==> config.mk <==
export PLATFORM = sky130hd
export DESIGN_NAME = alu_issue_ctrl
export DESIGN_NICKNAME = d
export VERILOG_FILES = /design/src/rtl/alu_issue_ctrl.sv
export SDC_FILE = /design/constraint.sdc
export NUM_CORES = 1
export LEC_CHECK = 0
export BUFFER_PORTS_ARGS = -buffer_cell sky130_fd_sc_hd__buf_2
export CORE_MARGIN = 5
export CORE_UTILIZATION = 42
export CTS_CLUSTER_SIZE = 12
export DETAILED_ROUTE_END_ITERATION = 8
export HOLD_SLACK_MARGIN = 0.03
export PLACE_DENSITY_LB_ADDON = 0.25
export SLEW_MARGIN = 10
export SYNTH_ARGS = -nofsm -noshare
export SYNTH_HDL_FRONTEND = slang
export SYNTH_SLANG_ARGS = --single-unit
export TNS_END_PERCENT = 50
==> constraint.sdc <==
create_clock -name i_clk -period 2.2 [get_ports i_clk]
set_input_delay 0.11 -clock i_clk [delete_from_list [all_inputs] [get_ports i_clk]]
set_output_delay 0.11 -clock i_clk [all_outputs]
set_load 0.02 [all_outputs]
==> src/rtl/alu_issue_ctrl.sv <==
// alu_issue_ctrl: requesting side of the ALU operation interface.
// Takes one decoded operation from decode, presents it to the ALU until the
// ALU stops stalling (or a stall timeout expires), captures the ALU's
// registered result and hands it to writeback with its destination tag.
//
// Handshakes (both sides): a transfer happens on a rising clock edge where
// valid and ready are both 1. Valid, once raised, is held with stable payload
// until that edge; ready never depends combinationally on the partner's valid.
module alu_issue_ctrl #(
   parameter int unsigned TIMEOUT_CYCLES = 64,
   parameter int unsigned CNT_W          = 7
) (
   input  logic        i_clk,
   input  logic        i_rst_n,
   // decode side
   input  logic        i_req_valid,
   output logic        o_req_ready,
   input  logic [2:0]  i_req_op_mode,
   input  logic [2:0]  i_req_func_op,
   input  logic [31:0] i_req_a,
   input  logic [31:0] i_req_b,
   input  logic [4:0]  i_req_rd,
   // ALU side
   output logic [2:0]  o_alu_op_mode,
   output logic [2:0]  o_alu_func_op,
   output logic        o_alu_fp_mode,
   output logic        o_alu_hold,
   output logic [31:0] o_alu_a,
   output logic [31:0] o_alu_b,
   input  logic        i_alu_stall,
   input  logic [31:0] i_alu_result,
   // writeback side
   output logic        o_wb_valid,
   input  logic        i_wb_ready,
   output logic [31:0] o_wb_result,
   output logic [4:0]  o_wb_rd,
   output logic        o_wb_err,
   output logic        o_timeout_seen,
   // debug view of the controller state
   output logic [1:0]  o_dbg_state
);

   typedef enum logic [1:0] {
      ST_IDLE = 2'd0,
      ST_EXEC = 2'd1,
      ST_CAPT = 2'd2,
      ST_RESP = 2'd3
   } state_t;

   // Counter value at which a still-stalling operation is abandoned.
   localparam logic [CNT_W-1:0] CNT_LAST = CNT_W'(TIMEOUT_CYCLES - 1);

   state_t      state_q, state_d;
   logic [2:0]  op_q, op_d;
   logic [2:0]  func_q, func_d;
   logic [31:0] a_q, a_d;
   logic [31:0] b_q, b_d;
   logic [4:0]  rd_q, rd_d;
   logic [CNT_W-1:0] cnt_q, cnt_d;
   logic        err_q, err_d;
   logic [31:0] wb_result_q, wb_result_d;
   logic [4:0]  wb_rd_q, wb_rd_d;
   logic        wb_err_q, wb_err_d;
   logic        timeout_seen_q, timeout_seen_d;

   // Next-state and latched-field update for the issue sequence.
   always_comb begin
      state_d        = state_q;
      op_d           = op_q;
      func_d         = func_q;
      a_d            = a_q;
      b_d            = b_q;
      rd_d           = rd_q;
      cnt_d          = cnt_q;
      err_d          = err_q;
      wb_result_d    = wb_result_q;
      wb_rd_d        = wb_rd_q;
      wb_err_d       = wb_err_q;
      timeout_seen_d = timeout_seen_q;
      case (state_q)
         ST_IDLE: begin
            if (i_req_valid) begin
               op_d    = i_req_op_mode;
               func_d  = i_req_func_op;
               a_d     = i_req_a;
               b_d     = i_req_b;
               rd_d    = i_req_rd;
               cnt_d   = '0;
               err_d   = 1'b0;
               state_d = ST_EXEC;
            end
         end
         ST_EXEC: begin
            // A stall that drops in the limit cycle still counts as completion.
            if (!i_alu_stall) begin
               state_d = ST_CAPT;
            end else if (cnt_q == CNT_LAST) begin
               err_d          = 1'b1;
               timeout_seen_d = 1'b1;
               state_d        = ST_CAPT;
            end else begin
               cnt_d = cnt_q + CNT_W'(1);
            end
         end
         ST_CAPT: begin
            // The ALU registered its result at the edge that ended EXEC.
            wb_result_d = err_q ? 32'd0 : i_alu_result;
            wb_rd_d     = rd_q;
            wb_err_d    = err_q;
            state_d     = ST_RESP;
         end
         ST_RESP: begin
            if (i_wb_ready) begin
               err_d   = 1'b0;
               state_d = ST_IDLE;
            end
         end
         default: state_d = ST_IDLE;
      endcase
   end

   // State and datapath registers with synchronous active-low reset.
   always_ff @(posedge i_clk) begin
      if (!i_rst_n) begin
         state_q        <= ST_IDLE;
         op_q           <= '0;
         func_q         <= '0;
         a_q            <= '0;
         b_q            <= '0;
         rd_q           <= '0;
         cnt_q          <= '0;
         err_q          <= 1'b0;
         wb_result_q    <= '0;
         wb_rd_q        <= '0;
         wb_err_q       <= 1'b0;
         timeout_seen_q <= 1'b0;
      end else begin
         state_q        <= state_d;
         op_q           <= op_d;
         func_q         <= func_d;
         a_q            <= a_d;
         b_q            <= b_d;
         rd_q           <= rd_d;
         cnt_q          <= cnt_d;
         err_q          <= err_d;
         wb_result_q    <= wb_result_d;
         wb_rd_q        <= wb_rd_d;
         wb_err_q       <= wb_err_d;
         timeout_seen_q <= timeout_seen_d;
      end
   end

   // Per-state interface outputs; the ALU only sees a real op during EXEC so
   // its mul/div start detection re-arms between back-to-back operations.
   always_comb begin
      o_req_ready   = 1'b0;
      o_alu_op_mode = 3'd0;
      o_alu_func_op = 3'd0;
      o_alu_a       = 32'd0;
      o_alu_b       = 32'd0;
      o_alu_hold    = 1'b0;
      o_wb_valid    = 1'b0;
      case (state_q)
         ST_IDLE: o_req_ready = i_rst_n;
         ST_EXEC: begin
            o_alu_op_mode = op_q;
            o_alu_func_op = func_q;
            o_alu_a       = a_q;
            o_alu_b       = b_q;
         end
         ST_RESP: begin
            o_alu_hold = 1'b1;
            o_wb_valid = 1'b1;
         end
         default: ;
      endcase
   end

   assign o_alu_fp_mode  = 1'b0;
   assign o_wb_result    = wb_result_q;
   assign o_wb_rd        = wb_rd_q;
   assign o_wb_err       = wb_err_q;
   assign o_timeout_seen = timeout_seen_q;
   assign o_dbg_state    = state_q;

endmodule

**Word level (Yosys, flattened, before mapping)**

Index checks and enable logic that the tools add are counted.

- Bits of input ports: 112
- Flip-flop bits (word level): 124
- RAM bits: 0
- Word-level logic and storage cells: 52
- Output and inout bits: 115
- ROM bits: 0
- Latch bits: 0
- Memories: 0

- Divide/modulo/power cells: 0
- Add/subtract/negate cells: 1
- Reductions and logical operators: 8
- Bitwise logic cells: 0
- Shifts and indexed selects: 0
- Eq/ne operators: 10
- $lt $le $gt $ge: 0
- Mux-type cells: 21
- Multiply operators: 0

Operators with widths:

| kind | number |
|---|---|
| 32-bit 2-to-1 mux | 3 |
| 7-bit 2-to-1 mux | 3 |
| 7-bit case mux with 2 select lines | 1 |
| 2-bit inequality test, second input constant | 5 |
| 2-bit 2-to-1 mux | 4 |
| 2-bit case mux with 4 select lines | 1 |
| 7-bit by 1-bit adder with 7-bit output, second input constant | 1 |
| 7-bit by 6-bit equality test with 1-bit output, second input constant | 1 |
| 1-bit 2-to-1 mux | 6 |
| 3-bit 2-to-1 mux | 2 |
| 3-bit AND reduction | 2 |
| 5-bit AND reduction | 1 |
| 2-bit equality test, second input constant | 2 |
| 4-bit AND reduction | 1 |
| 3-bit inequality test, second input constant | 1 |
| 1-bit case mux with 3 select lines | 1 |
| 3-bit nonzero test | 1 |
| 2-bit by 1-bit equality test with 1-bit output, second input constant | 1 |
| 2-bit logical NOT | 1 |
| 2-bit AND reduction | 1 |
| 2-bit nonzero test | 1 |

**Longest topological paths before layout**

Gate-level depths: netlist (run 1).

- Depth in word-level cells: 4
- Depth in mapped cells: 7
- Gate-level depth less buffers: 6

**Worst setup path before layout (run 1)**

OpenSTA, ideal clock, no wires.

- Path type: register to register
- Start point: register state_q[0], in the netlist o_dbg_state[0]
- End point: register cnt_q[5]
- Data required time: 2074 ps
- Path buffers: 1
- Stages on the path, launching flop included: 8
- Slack: 398 ps
- Clock period less this slack: 1802 ps
- Arrival time: 1675 ps
- Library setup time: 126 ps
- Cell sequence: dfxtp_1 -> inv_1 -> ha_1 -> nor2b_4 -> or3_1 -> buf_2 -> a32oi_1 -> a21boi_0

- Word-level cells in the longest chain between the ends: 3
- Elaborated cells on any way between the ends: 8
- Those cells by class: 4 x eq/ne; 1 x mux; 3 x reduce/logical

Ends and longest elaborated chain:

| what | RTL line | source |
|---|---|---|
| from (decl) | 53 | `state_t state_q, state_d;` |
| from (signal assigned) | 138 | `state_q <= state_d;` |
| 2-bit by 1-bit equality test with 1-bit output or 2-bit logical NOT (tied branches) | 80 | `case (state_q)` |
| 2-bit inequality test (no source line) or 2-bit nonzero test (tied branches) | n/a |  |
| 4-bit AND reduction (no source line) | n/a |  |
| to (signal assigned) | 144 | `cnt_q <= cnt_d;` |
| to (decl) | 59 | `logic [CNT_W-1:0] cnt_q, cnt_d;` |

Several ways; a longest one is shown, not always the timed one.
A chain may end at the register's enable or synchronous reset.

**Worst setup path after layout (run 1)**

- Start point: register state_q[1], in the netlist o_dbg_state[1]
- End point: output port o_alu_b[4]

- Word-level cells in the longest chain between the ends: 2

Ends and longest elaborated chain:

| what | RTL line | source |
|---|---|---|
| 2-bit by 1-bit equality test with 1-bit output | 163 | `case (state_q)` |
| 32-bit 2-to-1 mux | 163 |  |
| to (decl) | 29 | `output logic [31:0] o_alu_b,` |

No other way between the ends.

==> impl_metrics.env, run 1 <==
export IMPL_status="finished, final reports clean"
export IMPL_synth_top_cells_by_count="160 x nand2_1, 124 x dfxtp_1, 76 x a21boi_0"
export IMPL_clock_sinks=124
export IMPL_cts_made_buffers=17
export IMPL_htreeDepth=4
export IMPL_fp_dieH_um=123
export IMPL_insertion_delay_ps=410
export IMPL_synthesis_area_mm2=0.00539
export IMPL_grt_start_max_net_pins=81
export IMPL_leakage_nw=3.82
export IMPL_nFillCells=1002
export IMPL_drt_pass1_iterations=4
export IMPL_syn_to_final_growth_pct=54.4
export IMPL_antenna_found_initial=0
export IMPL_netlist_instances=646
export IMPL_crit_type="reg2out"
export IMPL_worst_path_max_fanout=80
export IMPL_gp_congestion=0.794
export IMPL_die_area_mm2=0.0152
export IMPL_rsz0062_at_grt="no"
export IMPL_rows=41
export IMPL_wl_per_cell_um=14.3
export IMPL_setup_viol=0
export IMPL_fin_ws_ps=313
export IMPL_fin_util_pct=65.9
export IMPL_synth_seq_area_share_pct=46.1
export IMPL_detail_route_vias_per_cell=4.74
export IMPL_cts_root_buf="clkbuf_16"
export IMPL_reg2reg_setup_slack_ps=340
export IMPL_cp_data_required_time_ps=2090
export IMPL_numPortBuffers=225
export IMPL_syn_area_per_cell_um2=8.34
export IMPL_die_w_um=123
export IMPL_initial_utilization_pct=42.7
export IMPL_slew_headroom_pct=52.2
export IMPL_worst_ep_arrival_time_ps=1780
export IMPL_yosysWarnings=0
export IMPL_synth_main_ff_cell="dfxtp_1"
export IMPL_worst_slew_pin_slew_ps=715
export IMPL_finalPower_mw=8.39
export IMPL_dp_hpwl_um=9940
export IMPL_drive_gt1_share_pct=28.0
export IMPL_worst_setup_path_start_kind="flop"
export IMPL_ir_worst_vdd_mv=0.464
export IMPL_clk_path_buf_depth=2
export IMPL_fin_crit_ps=1890
export IMPL_instances_no_fill=1139
export IMPL_synth_top_area_share_pct=46.1
export IMPL_netlist_top_cell_by_area="dfxtp_1"
export IMPL_synth_fp_nets=763
export IMPL_place_ws_ps=164
export IMPL_nets=1071
export IMPL_cts_tree="done"
export IMPL_grt_use_total_pct=21.4
export IMPL_ys_types=36
export IMPL_grt_overflow=0
export IMPL_fin_crit_sh_pct=85.8
export IMPL_synth_edf_count=0
export IMPL_maxCapViolCount=0
export IMPL_core_area_mm2=0.0126
export IMPL_grt_pass1_wl_um=26200
export IMPL_n_antenna_cell=0
export IMPL_drc=0
export IMPL_finalInstanceArea_mm2=0.00832
export IMPL_wirelength_um=16200
export IMPL_place_area_mm2=0.00663
export IMPL_clock_skew_ps=8.16
export IMPL_maxSlewViolCount=0
export IMPL_vias=5398
export IMPL_hp_class="in2reg"
export IMPL_powerDensity_mw_per_mm2=1010
export IMPL_grt_pass1_vias=5541
export IMPL_hold_viol_final=0
export IMPL_fin_hold_ws_ps=71.2
export IMPL_crit_path_end_kind="primary output"
export IMPL_ioPinCount=227
export IMPL_ant_nets=0
export IMPL_async_flop_share_pct=0
export IMPL_synth_seq_cells=124
export IMPL_drt_iter0_drc=258
export IMPL_max_freq_mhz=530
export IMPL_placed_cells=1000
export IMPL_synth_most_common_cell="nand2_1"
export IMPL_ys_top_cells_by_area="dfxtp_1 46%, nand2_1 11%, a21boi_0 11%"
export IMPL_cts_clk_slew_worst_paths_ps=60
export IMPL_tns_ps=0
## routing by layer
metal	wire [um]	vias to the layer above	share of wire, %	GRT usage, %
met2	7800	196	48	35.2
met4	292	0	1.8	8.72
met1	6780	2480	42	25.6
met3	1370	25	8.4	7.23
li1	-	2697	-	-
met5	0	-	0	0
## what timing repair did
| action | in CTS | in global routing |
|---|---|---|
| setup buffers | 0 | 0 |
| hold buffers | 107 | 0 |
| resized for setup | 0 | 0 |
| endpoints found under the hold margin | 107 | 0 |
## cell type report
| type | count | area, um2 | share of cell area, % |
|---|---|---|---|
| Multi-Input combinational cell | 466 | 2690 | 32.3 |
| Sequential cell | 124 | 2480 | 29.8 |
| Timing Repair Buffer | 339 | 2300 | 27.6 |
| Clock buffer | 19 | 443 | 5.32 |
| Tap cell | 172 | 215 | 2.59 |
| Clock inverter | 13 | 173 | 2.08 |
| Inverter | 6 | 22.5 | 0.271 |
## cell usage in the layout, fill, tap and decap left out, types with 3 or more instances in the layout
cell type	instances
nand3_1	4
ha_1	4
and2_1	71
a21oi_1	35
nand2_1	159
clkinv_2	6
buf_4	3
o21ai_0	4
clkinvlp_4	3
dlygate4sd3_1	107
buf_12	4
mux2i_1	9
nor2b_1	73
bufinv_16	4
clkbuf_16	17
inv_1	6
buf_2	225
a21boi_0	76
dfxtp_1	124
## worst max-delay path, stage by stage, from the launching register on
cell     delay, ps
dfxtp_1        350
inv_1          100
ha_2           240
buf_12         260
and2_1         200
buf_2          170
## worst paths after layout
path,startpoint,endpoint,cells after the start
worst max-delay path,o_dbg_state[1],o_alu_b[4],5
worst max register to register,o_dbg_state[0],cnt_q[5],6
worst min register to register,a_q[23],a_q[23],2
worst min-delay path,i_alu_stall,o_timeout_seen,3
## where the power goes
| part | switching, mW | leakage (nW) | internal [mW] |
|---|---|---|---|
| Clock | 0.968 | 0.298 | 1.91 |
| Sequential | 0.198 | 1.01 | 2.64 |
| Combinational | 1.67 | 2.51 | 1.01 |
| Total | 2.83 | 3.82 | 5.56 |
## cells by family (layout without fill, tap and decap cells)
family / after synthesis / in the layout / share of synthesized area, %
compound gates: 126 / 126 / 16.0
fa+ha+maj: 5 / 5 / 1.16
buf+inv: 56 / 377 / 4.34
flops: 124 / 124 / 46.1
mux: 9 / 9 / 1.67
other cells: 1 / 1 / 0.0696
simple gates: 325 / 325 / 30.7
## sequential cells by signal (all words and copies together), names as in the netlist
register        cells
o_wb_rd             5
o_timeout_seen      1
o_wb_result        32
cnt_q               7
rd_q                5
a_q                32
o_wb_err            1
err_q               1
b_q                32
op_q                3
func_q              3
o_dbg_state         2
No activity file was read; power rests on OpenSTA's default activity.
==> inputs of run 2 (changes only) <==
--- a/config.mk
+++ b/config.mk
@@ -8,6 +8,7 @@
 export BUFFER_PORTS_ARGS = -buffer_cell sky130_fd_sc_hd__buf_2
 export CORE_MARGIN = 5
 export CORE_UTILIZATION = 42
+export CTS_BUF_LIST = sky130_fd_sc_hd__clkbuf_16
 export CTS_CLUSTER_SIZE = 12
 export DETAILED_ROUTE_END_ITERATION = 8
 export HOLD_SLACK_MARGIN = 0.03
==> run 2 against run 1 <==
Effect of this change: clock power down 1%; design area is 0.12% lower; power down 0.49%; combinational power is essentially flat; maximum frequency increased by 0.27%; global-route usage stayed put; cell count unchanged; core utilization down 0.079 points; clock-buffer cell count is 2 lower; highest routed layer unchanged.
==> impl_metrics.env, run 2 (synthesis gave the netlist of run 1 again) <==
export IMPL_instances_no_fill=1139
export IMPL_drc=0
export IMPL_cts_root_buf="clkbuf_16"
export IMPL_cts_clk_slew_worst_paths_ps=60
export IMPL_drive_gt1_share_pct=27.9
export IMPL_drt_iter0_drc=246
export IMPL_clk_path_buf_depth=2
export IMPL_layout_common_cells="225 x buf_2, 159 x nand2_1, 124 x dfxtp_1"
export IMPL_worst_setup_path_start_kind="flop"
export IMPL_rows=41
export IMPL_die_w_um=123
export IMPL_n_antenna_cell=0
export IMPL_hp_start="i_alu_stall"
export IMPL_dp_hpwl_um=9940
export IMPL_worst_path_buf_inv=3
export IMPL_wl_per_cell_um=14.3
export IMPL_grt_pass1_vias=5541
export IMPL_insertion_delay_ps=410
export IMPL_maxCapViolCount=0
export IMPL_fin_crit_sh_pct=85.5
export IMPL_die_area_mm2=0.0152
export IMPL_mostFrequentLayoutCell="buf_2"
export IMPL_cts_tree="done"
export IMPL_crit_chain="inv_1, ha_2, buf_12, and2_1, buf_2"
export IMPL_min_to="o_timeout_seen"
export IMPL_grt_start_max_net_pins=81
export IMPL_worst_ep_arrival_time_ps=1770
export IMPL_crit_type="reg2out"
export IMPL_cts_setup_buffers=0
export IMPL_fp_dieH_um=123
export IMPL_detail_route_vias_per_cell=4.74
export IMPL_leakage_nw=3.82
export IMPL_max_freq_mhz=531
export IMPL_worst_path_max_delay_cell="dfxtp_1"
export IMPL_setup_viol=0
export IMPL_cp_data_required_time_ps=2090
export IMPL_clock_skew_ps=7.99
export IMPL_clock_sinks=124
export IMPL_reg2regPathDepth=6
export IMPL_htreeDepth=4
export IMPL_nFillCells=1003
export IMPL_slew_headroom_pct=52.9
export IMPL_drt_pass1_iterations=4
export IMPL_gp_congestion=0.794
export IMPL_core_area_mm2=0.0126
export IMPL_crit_family="buffers and inverters"
export IMPL_slowest_delay_ps=350
export IMPL_ant_nets=0
export IMPL_crit_path_end_kind="primary output"
export IMPL_rsz0062_at_grt="no"
export IMPL_reg2reg_to="cnt_q[5]"
export IMPL_initial_utilization_pct=42.7
export IMPL_placed_cells=1000
export IMPL_maxSlewViolCount=0
export IMPL_antenna_found_initial=0
export IMPL_hp_class="in2reg"
export IMPL_syn_to_final_growth_pct=54.2
export IMPL_tns_ps=0
export IMPL_cts_made_buffers=17
export IMPL_hold_viol_final=0
export IMPL_reg2reg_from="o_dbg_state[0]"
export IMPL_reg2reg_setup_slack_ps=340
export IMPL_grt_overflow=0
export IMPL_hold_depth=3
export IMPL_ir_worst_vdd_mv=0.465
export IMPL_worst_path_max_fanout=80
export IMPL_numPortBuffers=225
export IMPL_grt_pass1_wl_um=26200
export IMPL_ioPinCount=227
export IMPL_fin_crit_ps=1880
export IMPL_wirelength_um=16200
export IMPL_powerDensity_mw_per_mm2=1000
export IMPL_grt_use_total_pct=21.4
export IMPL_worst_slew_pin_slew_ps=706
export IMPL_status="finished, final reports clean"
export IMPL_vias=5404
export IMPL_nets=1071
export IMPL_finalPower_mw=8.35
-- run 2: cell types whose count changed in the layout (fill, tap and decap cells not counted) --
cell,delta
clkbuf_8,-1
clkinv_1,+1
clkbuf_1,-1
inv_1,+1
-- run 2: timing repair --
item | CTS | global route
hold buffers | 107 | 0
endpoints found under the hold margin | 107 | 0
gates resized for setup | 0 | 0
-- run 2: per-stage QoR --
stage	util, %	hold slack (ps)	instance area, um2	worst slack (ps)
2_1_floorplan	-	255	5390	398
3_3_place_gp	52.5	357	6630	329
3_5_place_dp	52.5	367	6630	164
4_1_cts	65.8	46.8	8310	159
5_1_grt	65.9	110	8310	203
6_report	65.9	71.0	8310	318
-- run 2: layout make-up --
class	count	area, um2	area share [%]
multi-input combinational	466	2690	32.3
clock buffer	17	425	5.12
tap	172	215	2.59
timing repair buffer	339	2300	27.7
sequential	124	2480	29.9
clock inverter	15	180	2.17
inverter	6	22.5	0.271
-- run 2: worst max-delay path by stage --
stage | start | end | slack (ps) | depth (start not counted)
after CTS | o_dbg_state[0] | o_wb_result[13] | 160 | 5
after detailed placement | o_dbg_state[0] | o_wb_result[13] | 160 | 5
after global routing | o_dbg_state[1] | o_alu_func_op[1] | 200 | 5
after floorplan | o_dbg_state[0] | cnt_q[5] | 400 | 7
after global placement | o_dbg_state[0] | o_wb_result[14] | 330 | 5
final | o_dbg_state[1] | o_alu_b[4] | 320 | 5
-- run 2: worst register-to-register path: cells and delay by family (launching register included) --
family | cells | cell delay, ps
simple gates | 2 | 670
buf+inv | 1 | 90
fa+ha+maj | 1 | 280
flops | 1 | 410
compound gates | 2 | 300
-- run 2: where the power goes --
part	internal [mW]	switching (mW)
logic	1.01	1.67
clock network	1.87	0.969
registers	2.64	0.198
total	5.52	2.83
-- run 2: routing by layer --
metal,GRT usage [%],wire length [um],vias to the layer above
li1,-,-,2698
met3,7.23,1400,27
met1,25.6,6710,2477
met5,0,0,-
met2,35.2,7840,202
met4,8.72,301,0
==> inputs of run 3 (changes only) <==
==> constraint.sdc (replaced) <==
create_clock -name i_clk -period 1.9 [get_ports i_clk]
set_input_delay 0.095 -clock i_clk [delete_from_list [all_inputs] [get_ports i_clk]]
set_output_delay 0.095 -clock i_clk [all_outputs]
set_load 0.02 [all_outputs]
==> run 3 against run 2 <==
Effect of this change: worst hold slack improved by 97 ps; cell count is 0.26% higher; combinational power rose by 21%; worst setup slack lost 170 ps; power grew 12%; sequential share of layout area grew 0.072 points; sequential power increased by 15%; critical path depth rose by 1; die area unchanged; clock-buffer cell count is the same; core utilization is 0.16 points lower; critical path type is now reg2reg; largest cell class unchanged; highest routed layer unchanged.
==> impl_metrics.env, run 3 (synthesis gave the netlist of run 1 again) <==
export IMPL_nFillCells=1019
export IMPL_vias=5483
export IMPL_clock_skew_ps=12.2
export IMPL_crit_type="reg2reg"
export IMPL_rows=41
export IMPL_grt_pass1_vias=5541
export IMPL_grt_overflow=0
export IMPL_worst_setup_path_start_kind="flop"
export IMPL_max_freq_mhz=571
export IMPL_layout_common_cells="225 x buf_2, 159 x nand2_1, 124 x dfxtp_1"
export IMPL_place_ws_ps=-74.4
export IMPL_die_area_mm2=0.0152
export IMPL_hold_viol_final=0
export IMPL_htreeDepth=4
export IMPL_place_area_mm2=0.00664
export IMPL_worst_ep_arrival_time_ps=2030
export IMPL_wirelength_um=16700
export IMPL_cts_root_buf="clkbuf_16"
export IMPL_maxSlewViolCount=0
export IMPL_leakage_nw=3.82
export IMPL_detail_route_vias_per_cell=4.80
export IMPL_status="finished, final reports clean"
export IMPL_maxCapViolCount=0
export IMPL_cts_made_buffers=17
export IMPL_instances_no_fill=1142
export IMPL_drc=0
export IMPL_wl_per_cell_um=14.7
export IMPL_seq_area_mm2=0.00248
export IMPL_ir_worst_vdd_mv=0.552
export IMPL_antenna_found_initial=0
export IMPL_setup_viol=0
export IMPL_gp_congestion=0.810
export IMPL_slowest_delay_ps=440
export IMPL_initial_utilization_pct=42.7
export IMPL_grt_start_max_net_pins=76
export IMPL_cts_tree="done"
export IMPL_cts_clk_slew_worst_paths_ps=50
export IMPL_clock_sinks=124
export IMPL_rsz0062_at_grt="no"
export IMPL_tns_ps=0
export IMPL_fp_dieH_um=123
export IMPL_crit_path_end_kind="flop"
export IMPL_n_antenna_cell=0
export IMPL_placed_cells=1002
export IMPL_finalInstanceArea_mm2=0.00829
export IMPL_worst_path_max_delay_cell="or3_4"
export IMPL_multi_input_area_mm2=0.00271
export IMPL_drive_gt1_share_pct=27.6
export IMPL_grt_pass1_wl_um=26300
export IMPL_core_area_mm2=0.0126
export IMPL_clk_path_buf_depth=2
export IMPL_numPortBuffers=225
export IMPL_fin_ws_ps=148
export IMPL_die_w_um=123
export IMPL_worst_slew_pin_slew_ps=701
export IMPL_drt_pass1_iterations=4
export IMPL_cp_data_required_time_ps=2170
export IMPL_worst_path_max_fanout=7
export IMPL_fin_crit_ps=1750
export IMPL_drt_iter0_drc=217
export IMPL_finalPower_mw=9.36
export IMPL_dp_hpwl_um=9810
export IMPL_ioPinCount=227
export IMPL_powerDensity_mw_per_mm2=1130
export IMPL_insertion_delay_ps=420
export IMPL_hp_class="in2reg"
export IMPL_fin_crit_sh_pct=92.2
export IMPL_crit_chain="inv_1, ha_1, nor2b_4, or3_4, nand3_1, o311ai_2"
export IMPL_mostFrequentLayoutCell="buf_2"
export IMPL_cts_setup_buffers=0
export IMPL_slew_headroom_pct=53.2
export IMPL_syn_to_final_growth_pct=53.9
export IMPL_grt_use_total_pct=21.9
export IMPL_nets=1074
export IMPL_ant_nets=0
## run 3: repair_timing
action / 4_1_cts / 5_1_grt
pin swaps: 0 / 0
gates resized for setup: 2 / 7
setup endpoints to repair: 72 / 75
hold buffers: 108 / 0
endpoints found under the hold margin: 108 / 0
## run 3: layer usage
metal	routed length [um]	part of all wire [%]	vias up	global-route usage [%]
li1	-	-	2703	-
met1	6730	40	2537	24.3
met2	8140	49	213	37.3
met3	1520	9.1	30	8.23
met4	365	2.2	0	9.41
met5	0	0	-	0
## run 3: final timing paths
kind	slack, ps	to	cells past startpoint	startpoint
max	150	cnt_q[1]	6	o_dbg_state[1]
min	170	cnt_q[6]	3	i_rst_n
max reg2reg	150	cnt_q[1]	6	o_dbg_state[1]
min reg2reg	460	func_q[1]	2	func_q[1]
## run 3: area by class of cell
type | count | area share [%]
multi-input combinational | 466 | 32.6
sequential | 124 | 29.9
timing repair buffer | 342 | 28.3
clock buffer | 17 | 5.13
tap | 172 | 2.60
clock inverter | 15 | 1.15
inverter | 6 | 0.272
## run 3: metrics by stage
step / util [%] / hold WS, ps
2_1_floorplan: - / 240
3_3_place_gp: 52.6 / 343
3_5_place_dp: 52.6 / 352
4_1_cts: 65.4 / 138
5_1_grt: 65.7 / 175
6_report: 65.7 / 168
## run 3: power by group
part / internal (mW) / total (mW) / leakage [nW] / switching (mW)
combinational: 1.25 / 3.23 / 2.53 / 1.98
clock: 1.74 / 2.85 / 0.275 / 1.11
sequential: 3.06 / 3.27 / 1.01 / 0.215
total: 6.05 / 9.36 / 3.82 / 3.31
## run 3: critical path: cells and delay by family (launching register included)
| family | cells | cell delay, ps |
|---|---|---|
| simple gates | 3 | 740 |
| buf+inv | 1 | 110 |
| compound gates | 1 | 110 |
| flops | 1 | 390 |
| fa+ha+maj | 1 | 270 |
